File: src/rtl/uart_tx_serializer_if.sv
// ---------------------------------------------------------------------------
// uart_tx_serializer_if
//
// Handshake bundle between the TX controller (master) and the UART frame
// serializer (slave).
//
//   P_DATA      master -> slave  parallel word to send
//   DATA_VALID  master -> slave  P_DATA valid (may be held for several cycles)
//   PAR_EN      master -> slave  1 = append a parity bit
//   PAR_TYP     master -> slave  0 = even parity, 1 = odd parity
//   TX_OUT      slave  -> master serial line, idle high
//   Busy        slave  -> master high from start bit through last stop bit
// ---------------------------------------------------------------------------
interface uart_tx_serializer_if #(
    parameter int DATA_WIDTH = 8
);
    logic [DATA_WIDTH-1:0] P_DATA;
    logic                  DATA_VALID;
    logic                  PAR_EN;
    logic                  PAR_TYP;
    logic                  TX_OUT;
    logic                  Busy;

    modport master (
        output P_DATA,
        output DATA_VALID,
        output PAR_EN,
        output PAR_TYP,
        input  TX_OUT,
        input  Busy
    );

    modport slave (
        input  P_DATA,
        input  DATA_VALID,
        input  PAR_EN,
        input  PAR_TYP,
        output TX_OUT,
        output Busy
    );
endinterface

File: src/rtl/uart_tx_serializer.sv
// ---------------------------------------------------------------------------
// uart_tx_serializer
//
// Turns one parallel word per accepted DATA_VALID into a UART frame:
// start bit (0), DATA_WIDTH data bits LSB-first, optional parity bit, and a
// stop bit (1). One bit is emitted per CLK cycle. Busy is the flow-control
// handshake back to the TX controller.
//
// Ports
//   CLK   in   UART TX bit clock, rising edge
//   RST   in   asynchronous, active-low reset
//   bus   slave modport of uart_tx_serializer_if
//           P_DATA / DATA_VALID / PAR_EN / PAR_TYP in, TX_OUT / Busy out
//
// Build option
//   UART_TX_STOP2_EN  when defined, the stop phase lasts two cycles (two stop
//                     bits). The port list is the same in both builds.
//
// TX_OUT and Busy are registered: the combinational block computes the value
// the line must carry during the *next* cycle, so every output change lines
// up with the state change that causes it.
// ---------------------------------------------------------------------------
module uart_tx_serializer #(
    parameter int DATA_WIDTH = 8
) (
    input  logic                  CLK,
    input  logic                  RST,
    uart_tx_serializer_if.slave   bus
);

    localparam int CNT_W = (DATA_WIDTH > 1) ? $clog2(DATA_WIDTH) : 1;
    localparam logic [CNT_W-1:0] LAST_BIT = CNT_W'(DATA_WIDTH - 1);

    typedef enum logic [2:0] {
        S_IDLE   = 3'd0,
        S_START  = 3'd1,
        S_DATA   = 3'd2,
        S_PARITY = 3'd3,
        S_STOP   = 3'd4
    } state_t;

    state_t                state_reg,   state_next;
    logic [DATA_WIDTH-1:0] shift_reg,   shift_next;
    logic [CNT_W-1:0]      bit_cnt_reg, bit_cnt_next;
    logic                  par_en_reg,  par_en_next;
    logic                  par_bit_reg, par_bit_next;
    logic                  tx_out_reg,  tx_out_next;
    logic                  busy_reg,    busy_next;
`ifdef UART_TX_STOP2_EN
    // 0 while the first stop bit is on the line, 1 during the second.
    logic                  stop_cnt_reg, stop_cnt_next;
`endif

    // -----------------------------------------------------------------------
    // Parity of the incoming word, folded with PAR_TYP so that odd parity
    // simply inverts the even result. Computed on the live inputs because it
    // is latched on the same edge that accepts the word.
    // -----------------------------------------------------------------------
    logic [DATA_WIDTH:0] par_chain;
    logic                par_in;

    assign par_chain[0] = bus.PAR_TYP;

    generate
        for (genvar gi = 0; gi < DATA_WIDTH; gi++) begin : g_par
            assign par_chain[gi+1] = par_chain[gi] ^ bus.P_DATA[gi];
        end
    endgenerate

    assign par_in = par_chain[DATA_WIDTH];

    // -----------------------------------------------------------------------
    // State and output registers
    // -----------------------------------------------------------------------
    always_ff @(posedge CLK or negedge RST) begin
        if (!RST) begin
            state_reg    <= S_IDLE;
            shift_reg    <= '0;
            bit_cnt_reg  <= '0;
            par_en_reg   <= 1'b0;
            par_bit_reg  <= 1'b0;
            tx_out_reg   <= 1'b1;
            busy_reg     <= 1'b0;
`ifdef UART_TX_STOP2_EN
            stop_cnt_reg <= 1'b0;
`endif
        end else begin
            state_reg    <= state_next;
            shift_reg    <= shift_next;
            bit_cnt_reg  <= bit_cnt_next;
            par_en_reg   <= par_en_next;
            par_bit_reg  <= par_bit_next;
            tx_out_reg   <= tx_out_next;
            busy_reg     <= busy_next;
`ifdef UART_TX_STOP2_EN
            stop_cnt_reg <= stop_cnt_next;
`endif
        end
    end

    // -----------------------------------------------------------------------
    // Next-state and next-output logic
    // -----------------------------------------------------------------------
    always_comb begin
        state_next    = state_reg;
        shift_next    = shift_reg;
        bit_cnt_next  = bit_cnt_reg;
        par_en_next   = par_en_reg;
        par_bit_next  = par_bit_reg;
        tx_out_next   = tx_out_reg;
        busy_next     = busy_reg;
`ifdef UART_TX_STOP2_EN
        stop_cnt_next = stop_cnt_reg;
`endif

        case (state_reg)
            S_IDLE: begin
                tx_out_next = 1'b1;
                busy_next   = 1'b0;
                if (bus.DATA_VALID) begin
                    // Snapshot word and config; later input changes cannot
                    // affect the frame in flight.
                    state_next   = S_START;
                    shift_next   = bus.P_DATA;
                    par_en_next  = bus.PAR_EN;
                    par_bit_next = par_in;
                    bit_cnt_next = '0;
                    tx_out_next  = 1'b0;
                    busy_next    = 1'b1;
                end
            end

            S_START: begin
                // Start bit is on the line; line up data bit 0 for next cycle.
                state_next   = S_DATA;
                tx_out_next  = shift_reg[0];
                shift_next   = shift_reg >> 1;
                bit_cnt_next = '0;
                busy_next    = 1'b1;
            end

            S_DATA: begin
                // bit_cnt_reg is the index of the bit currently on the line.
                busy_next = 1'b1;
                if (bit_cnt_reg == LAST_BIT) begin
                    if (par_en_reg) begin
                        state_next  = S_PARITY;
                        tx_out_next = par_bit_reg;
                    end else begin
                        state_next  = S_STOP;
                        tx_out_next = 1'b1;
                    end
                end else begin
                    bit_cnt_next = bit_cnt_reg + 1'b1;
                    tx_out_next  = shift_reg[0];
                    shift_next   = shift_reg >> 1;
                end
            end

            S_PARITY: begin
                state_next  = S_STOP;
                tx_out_next = 1'b1;
                busy_next   = 1'b1;
            end

            S_STOP: begin
`ifdef UART_TX_STOP2_EN
                if (!stop_cnt_reg) begin
                    // Hold the line high for a second stop bit.
                    stop_cnt_next = 1'b1;
                    tx_out_next   = 1'b1;
                    busy_next     = 1'b1;
                end else begin
                    stop_cnt_next = 1'b0;
                    state_next    = S_IDLE;
                    tx_out_next   = 1'b1;
                    busy_next     = 1'b0;
                end
`else
                // Always pass through IDLE: DATA_VALID is only sampled there,
                // which guarantees one idle-high cycle between frames.
                state_next  = S_IDLE;
                tx_out_next = 1'b1;
                busy_next   = 1'b0;
`endif
            end

            default: begin
                // Unused encodings fall back to a quiet idle line.
                state_next  = S_IDLE;
                tx_out_next = 1'b1;
                busy_next   = 1'b0;
            end
        endcase
    end

    assign bus.TX_OUT = tx_out_reg;
    assign bus.Busy   = busy_reg;

endmodule

File: src/flat_wrapper.sv
// flat-port wrapper written by rule: the top's interface ports become plain ports
module uart_tx_serializer_flat 
#(
    parameter int DATA_WIDTH = 8
)
  (CLK, RST, bus_P_DATA, bus_DATA_VALID, bus_PAR_EN, bus_PAR_TYP, bus_TX_OUT, bus_Busy);
  uart_tx_serializer_if #(.DATA_WIDTH(DATA_WIDTH)) bus_i ();
  input  logic CLK;
  input  logic RST;
  input wire logic [$bits(bus_i.P_DATA)-1:0] bus_P_DATA;
  input wire logic [$bits(bus_i.DATA_VALID)-1:0] bus_DATA_VALID;
  input wire logic [$bits(bus_i.PAR_EN)-1:0] bus_PAR_EN;
  input wire logic [$bits(bus_i.PAR_TYP)-1:0] bus_PAR_TYP;
  output wire logic [$bits(bus_i.TX_OUT)-1:0] bus_TX_OUT;
  output wire logic [$bits(bus_i.Busy)-1:0] bus_Busy;
  assign bus_i.P_DATA = bus_P_DATA;
  assign bus_i.DATA_VALID = bus_DATA_VALID;
  assign bus_i.PAR_EN = bus_PAR_EN;
  assign bus_i.PAR_TYP = bus_PAR_TYP;
  assign bus_TX_OUT = bus_i.TX_OUT;
  assign bus_Busy = bus_i.Busy;
  uart_tx_serializer #(.DATA_WIDTH(DATA_WIDTH)) u_core (.CLK(CLK), .RST(RST), .bus(bus_i));
endmodule
File: config.mk
export PLATFORM = sky130hd
export DESIGN_NAME = uart_tx_serializer_flat
export DESIGN_NICKNAME = d
export VERILOG_FILES = /design/src/rtl/uart_tx_serializer_if.sv /design/src/rtl/uart_tx_serializer.sv /design/src/flat_wrapper.sv
export SDC_FILE = /design/constraint.sdc
export NUM_CORES = 1
export LEC_CHECK = 0
export CAP_MARGIN = 15
export CORE_AREA = 2 2 41 61
export DETAILED_ROUTE_END_ITERATION = 8
export DIE_AREA = 0 0 43 63
export PLACE_DENSITY = 0.81
export SLEW_MARGIN = 5
export SYNTH_ARGS = -nofsm -noshare
export SYNTH_HDL_FRONTEND = slang
export SYNTH_SLANG_ARGS = --single-unit
File: constraint.sdc
create_clock -name CLK -period 1.81 [get_ports CLK]
set_input_delay 0.362 -clock CLK [delete_from_list [all_inputs] [get_ports CLK]]
set_output_delay 0.362 -clock CLK [all_outputs]
set_load 0.02 [all_outputs]
After elaboration in Yosys (flattened, before gate mapping):

Cells that the tools add are included.

* input port bits: 13
* output and inout port bits: 2
* bits in read-only memories: 0
* memories: 0
* latch bits: 0
* word-level logic and storage cells: 45
* bits in writable memories: 0
* flip-flop bits (word level): 18

* reductions and logical operators: 6
* multipliers: 0
* bitwise logic cells: 8
* divide/modulo/power cells: 0
* add/sub/neg operators: 1
* shift operators: 0
* muxes and demuxes: 16
* equal/unequal tests: 7
* order comparisons: 0

Operators by type and width (number)
* case mux 8 bit (3 select lines): 1
* two-way mux 8 bit: 2
* two-way mux 3 bit: 5
* case mux 3 bit (4 select lines): 1
* case mux 3 bit (3 select lines): 1
* bitwise XOR 1 bit: 8
* equality test 3 x 2 -> 1 bit (second input constant): 2
* two-way mux 1 bit: 4
* inequality test 2 bit (second input constant): 2
* AND reduction 2 bit: 2
* adder 3 x 1 -> 3 bit (second input constant): 1
* equality test 3 x 1 -> 1 bit (second input constant): 1
* equality test 3 bit (second input constant): 1
* zero test 3 bit: 1
* case mux 1 bit (3 select lines): 1
* AND reduction 3 bit: 1
* nonzero test 3 bit: 1
* OR reduction 3 bit: 1
* inequality test 2 x 1 -> 1 bit (second input constant): 1
* case mux 1 bit (2 select lines): 1

Longest topological paths before layout:

* word-level depth: 8
* depth in mapped cells: 6
* depth with buffers taken out: 6

Least setup slack after synthesis:

No wires, ideal clock.

* kind: flip-flop to flip-flop
* start point: register u_core.bit_cnt_reg[0]
* end point: register u_core.shift_reg[7]
* arrival time: 1.733 ns
* clock period less this slack: 1.858 ns
* setup time: 0.125 ns
* buffers on the path: 0
* path slack: -0.048 ns
* stages on the path, launching flop included: 6
* required time: 1.685 ns
* cell sequence: dfrtp_1 > ha_1 > ha_1 > or3b_4 > a21oi_4 > mux2_4

* cells in the longest elaborated chain, start to end: 3

RTL lines
* from (decl): line uart_tx_serializer.sv:44 `logic [CNT_W-1:0] bit_cnt_reg, bit_cnt_next;`
* from (signal assigned): line uart_tx_serializer.sv:90 `bit_cnt_reg <= bit_cnt_next;`
* equality test 3 bit: line uart_tx_serializer.sv:145 `if (bit_cnt_reg == LAST_BIT) begin`
* inequality test 2 bit (no source line)
* AND reduction 3 bit (no source line)
* to (signal assigned): line uart_tx_serializer.sv:89 `shift_reg <= shift_next;`
* to (decl): line uart_tx_serializer.sv:43 `logic [DATA_WIDTH-1:0] shift_reg, shift_next;`

Every way passes these cells.
A chain may end at the register's enable or synchronous reset.

Final worst setup path:

* start point: register u_core.tx_out_reg, in the netlist u_core.bus.TX_OUT
* end point: output port bus_TX_OUT

RTL lines
* from (decl): line uart_tx_serializer.sv:47 `logic tx_out_reg, tx_out_next;`
* from (signal assigned): line uart_tx_serializer.sv:93 `tx_out_reg <= tx_out_next;`
* to (decl): line flat_wrapper.sv:14 `output wire logic [$bits(bus_i.TX_OUT)-1:0] bus_TX_OUT;`

No word-level cell between the ends.

==> results.py <==
metrics = {
    "setup_path": {
        "crit_required_ns": 1.45,
        "crit_buf_inv": 1,
        "critical_path_arrival_ns": 1.42,
        "path_depth": 1,
        "startpoint": "u_core.bus.TX_OUT$_DFF_PN1_",
        "path_class": "register to primary output",
        "cp-start-kind": "register",
        "crit_family": "buffers and inverters",
        "worstSetupEndpointType": "primary output",
        "crit_path_cell_trace": "clkdlybuf4s50_1",
        "r2r_start": "u_core.bit_cnt_reg[0]$_DFFE_PN0P_",
        "cpPeakStageDelay_ns": 0.59,
        "reg2reg_depth": 5,
        "crit_fanout": 1,
        "cp-endpoint": "bus_TX_OUT",
        "crit_path_top_delay_cell": "clkdlybuf4s50_1",
        "r2r_setup_slack_ns": 0.07,
        "crit-reg2reg-capture": "u_core.shift_reg[7]$_DFFE_PN0P_",
    },
    "pwr": {
        "powerDensity_mw_per_mm2": 1693,
        "finalPower_mw": 1.991,
        "p_leak_nw": 0.5130,
        "ir_drop_mv": 0.6541,
    },
    "yosys": {
        "syn-num-nets": 104,
        "ys.flop_type": "dfrtp_1",
        "synth_top_cell_by_area": "dfrtp_1",
        "synthAdderAreaFrac": 0.02632,
        "synthXorXnorAreaFrac": 0.08816,
        "synth_top_family_by_area": "simple AND/OR/NAND/NOR gates",
        "synth-seq-area-share": 0.4750,
        "synth_mux_area_frac": 0.1105,
        "ys_top_cells_by_count": "dfrtp_1, nor2_1, a21oi_1, mux2i_1",
        "synth_most_common_cell": "dfrtp_1",
        "syn-cell-area_sq_um": 950.9,
        "yosys_warnings": 0,
        "syn_inst": 89,
        "syn_area_per_cell_sq_um": 10.68,
        "netlist.area_leader.share": 0.4474,
        "synth-simple-area-share": 0.1342,
        "synth_seq_cells": 18,
        "synthTopCellsByArea": "dfrtp_1, mux2i_1, a21oi_1, xnor2_1, nor2_1",
        "synth_cell_types": 26,
        "synth_compound_area_frac": 0.1118,
        "ys_async_sr_fraction": 1.000,
        "synth_edf_count": 0,
    },
    "die": {
        "start_util": 0.4308,
        "die_area_sq_mm": 0.002709,
        "ios": 15,
        "die_h_um": 63,
        "rows": 21,
        "coreArea_sq_mm": 0.002207,
        "die_w_um": 43,
    },
    "cts": {
        "postCtsSetupBuffers": 0,
        "numCtsBuffers": 3,
        "clk_pin_slew_ns": 0.10,
        "clock_latency_ns": 0.30,
        "cts_tree": "built",
        "ctsHoldBuffers": 0,
        "cts_resized": 0,
        "cts.path.max_buffers": 2,
        "clock_sinks": 18,
        "root_buffer": "clkbuf_4",
        "ctsHtreeMaxLevel": 1,
    },
    "global_route": {
        "grt_pass1_vias": 650,
        "grt_pass1_wl_um": 2656,
        "grt_antenna_before_repair": 0,
        "grt_max_degree": 19,
        "grt_overflow_total": 0,
        "track_usage": 0.1309,
    },
    "timing": {
        "whs_ns": 0.3773,
        "fin_tns_setup_ns": 0,
        "min_period_over_period": 0.9862,
        "final_hold_viol_count": 0,
        "slew_violations": 0,
        "fmax_mhz": 560.2,
        "period_needed_ns": 1.785,
        "tightest_slew_ns": 0.4871,
        "setup_viol": 0,
        "clock_skew_ns": 0.007933,
        "relSlewSlack": 0.6707,
        "setup_slack_ns": 0.02493,
    },
    "run_status": {
        "status": "finished clean",
    },
    "min_path": {
        "min_path_type": "primary input to async pin",
    },
    "route": {
        "drtPass1Iterations": 4,
        "drtAntennaViolNets": 0,
        "vias_per_cell": 5.160,
        "via_count": 676,
        "drc_errors": 0,
        "wl_per_cell_um": 12.27,
        "drt_wl_total_um": 1608,
        "drt_iter0_drc": 11,
    },
    "placement": {
        "placed_area_sq_mm": 0.001127,
        "io_buffers": 14,
        "dp_hpwl_um": 1199,
        "gp_congestion": 0.7843,
        "dp_slack_ns": 0.002673,
    },
    "final_layout": {
        "antenna_cells": 0,
        "nets": 124,
        "area_growth_pct": 23.68,
        "seqCellArea_sq_um": 451.7,
        "final_design_area_no_fill_sq_mm": 0.001176,
        "nFillCells": 196,
        "drive_gt1_frac": 0.1667,
        "largest_reg_flops": 8,
        "multi_input_area_sq_um": 455.4,
    },
    "job": {
        "maxCapViolCount": 0,
    },
}
-- metal layers --
metal / global-route usage / vias to the layer above / routed length (um)
li1: - / 341 / -
met1: 0.1489 / 315 / 665
met2: 0.2140 / 15 / 832
met3: 0.02023 / 5 / 61
met4: 0.09470 / 0 / 48
met5: 0 / - / 0
-- where the power goes --
part / switching (mW) / internal, mW / leakage [nW]
Sequential: 0.154 / 0.597 / 0.213
Combinational: 0.478 / 0.513 / 0.279
Clock: 0.126 / 0.123 / 0.0210
-- cells by family (layout without fill, tap and decap cells) --
group	Yosys count	after routing
and+or+nand+nor	24	24
AOI/OAI and AO/OA	18	18
DFF	18	18
muxes	10	10
buffers and inverters	9	28
xor gates and xnor gates	8	8
adders and majority gates	2	2
-- cell type report --
| type | instances | share of cell area |
|---|---|---|
| inverters | 5 | 0.01596 |
| well taps | 23 | 0.02447 |
| repair buffers | 19 | 0.1574 |
| multi-input cells | 62 | 0.3872 |
| clock buffers | 4 | 0.03085 |
| flip-flops and latches | 18 | 0.3840 |
-- cell usage in the layout, fill, tap and decap left out --
cell type,count
buf_6,2
nor2b_1,1
xnor3_1,1
dfstp_2,1
xor2_1,2
a21oi_4,1
inv_1,5
o21ai_0,2
mux2i_1,9
mux2_4,1
o21bai_1,1
nor2_4,1
a21oi_1,9
nor2_2,1
o21ai_1,3
and2b_2,1
nor2_1,10
nor3b_1,2
nand2_1,4
xnor2_1,5
nor3_1,2
a31oi_1,2
clkdlybuf4s50_1,14
clkbuf_8,1
or3b_4,1
clkbuf_4,3
dfrtp_1,17
buf_4,3
nor4b_1,1
ha_2,2
-- metrics by stage --
stage                     utilization  cells
after CTS                      0.5272    131
after global placement         0.5108    127
final                          0.5329    131
after floorplan                     -     89
after global routing           0.5329    131
after detailed placement       0.5108    127
-- worst min-delay path by stage --
stage / from / end / slack, ns / cells after the start
2_1_floorplan: RST / u_core.bit_cnt_reg[0]$_DFFE_PN0P_ / 0.07 / 0
3_3_place_gp: u_core.shift_reg[7]$_DFFE_PN0P_ / u_core.shift_reg[7]$_DFFE_PN0P_ / 0.50 / 1
3_5_place_dp: u_core.par_bit_reg$_DFFE_PN0P_ / u_core.par_bit_reg$_DFFE_PN0P_ / 0.51 / 2
4_1_cts: RST / u_core.bus.Busy$_DFF_PN0_ / 0.38 / 2
5_1_grt: RST / u_core.bus.Busy$_DFF_PN0_ / 0.40 / 2
6_report: RST / u_core.bus.Busy$_DFF_PN0_ / 0.38 / 2
Note: power is estimated with default switching activity, not from simulation.
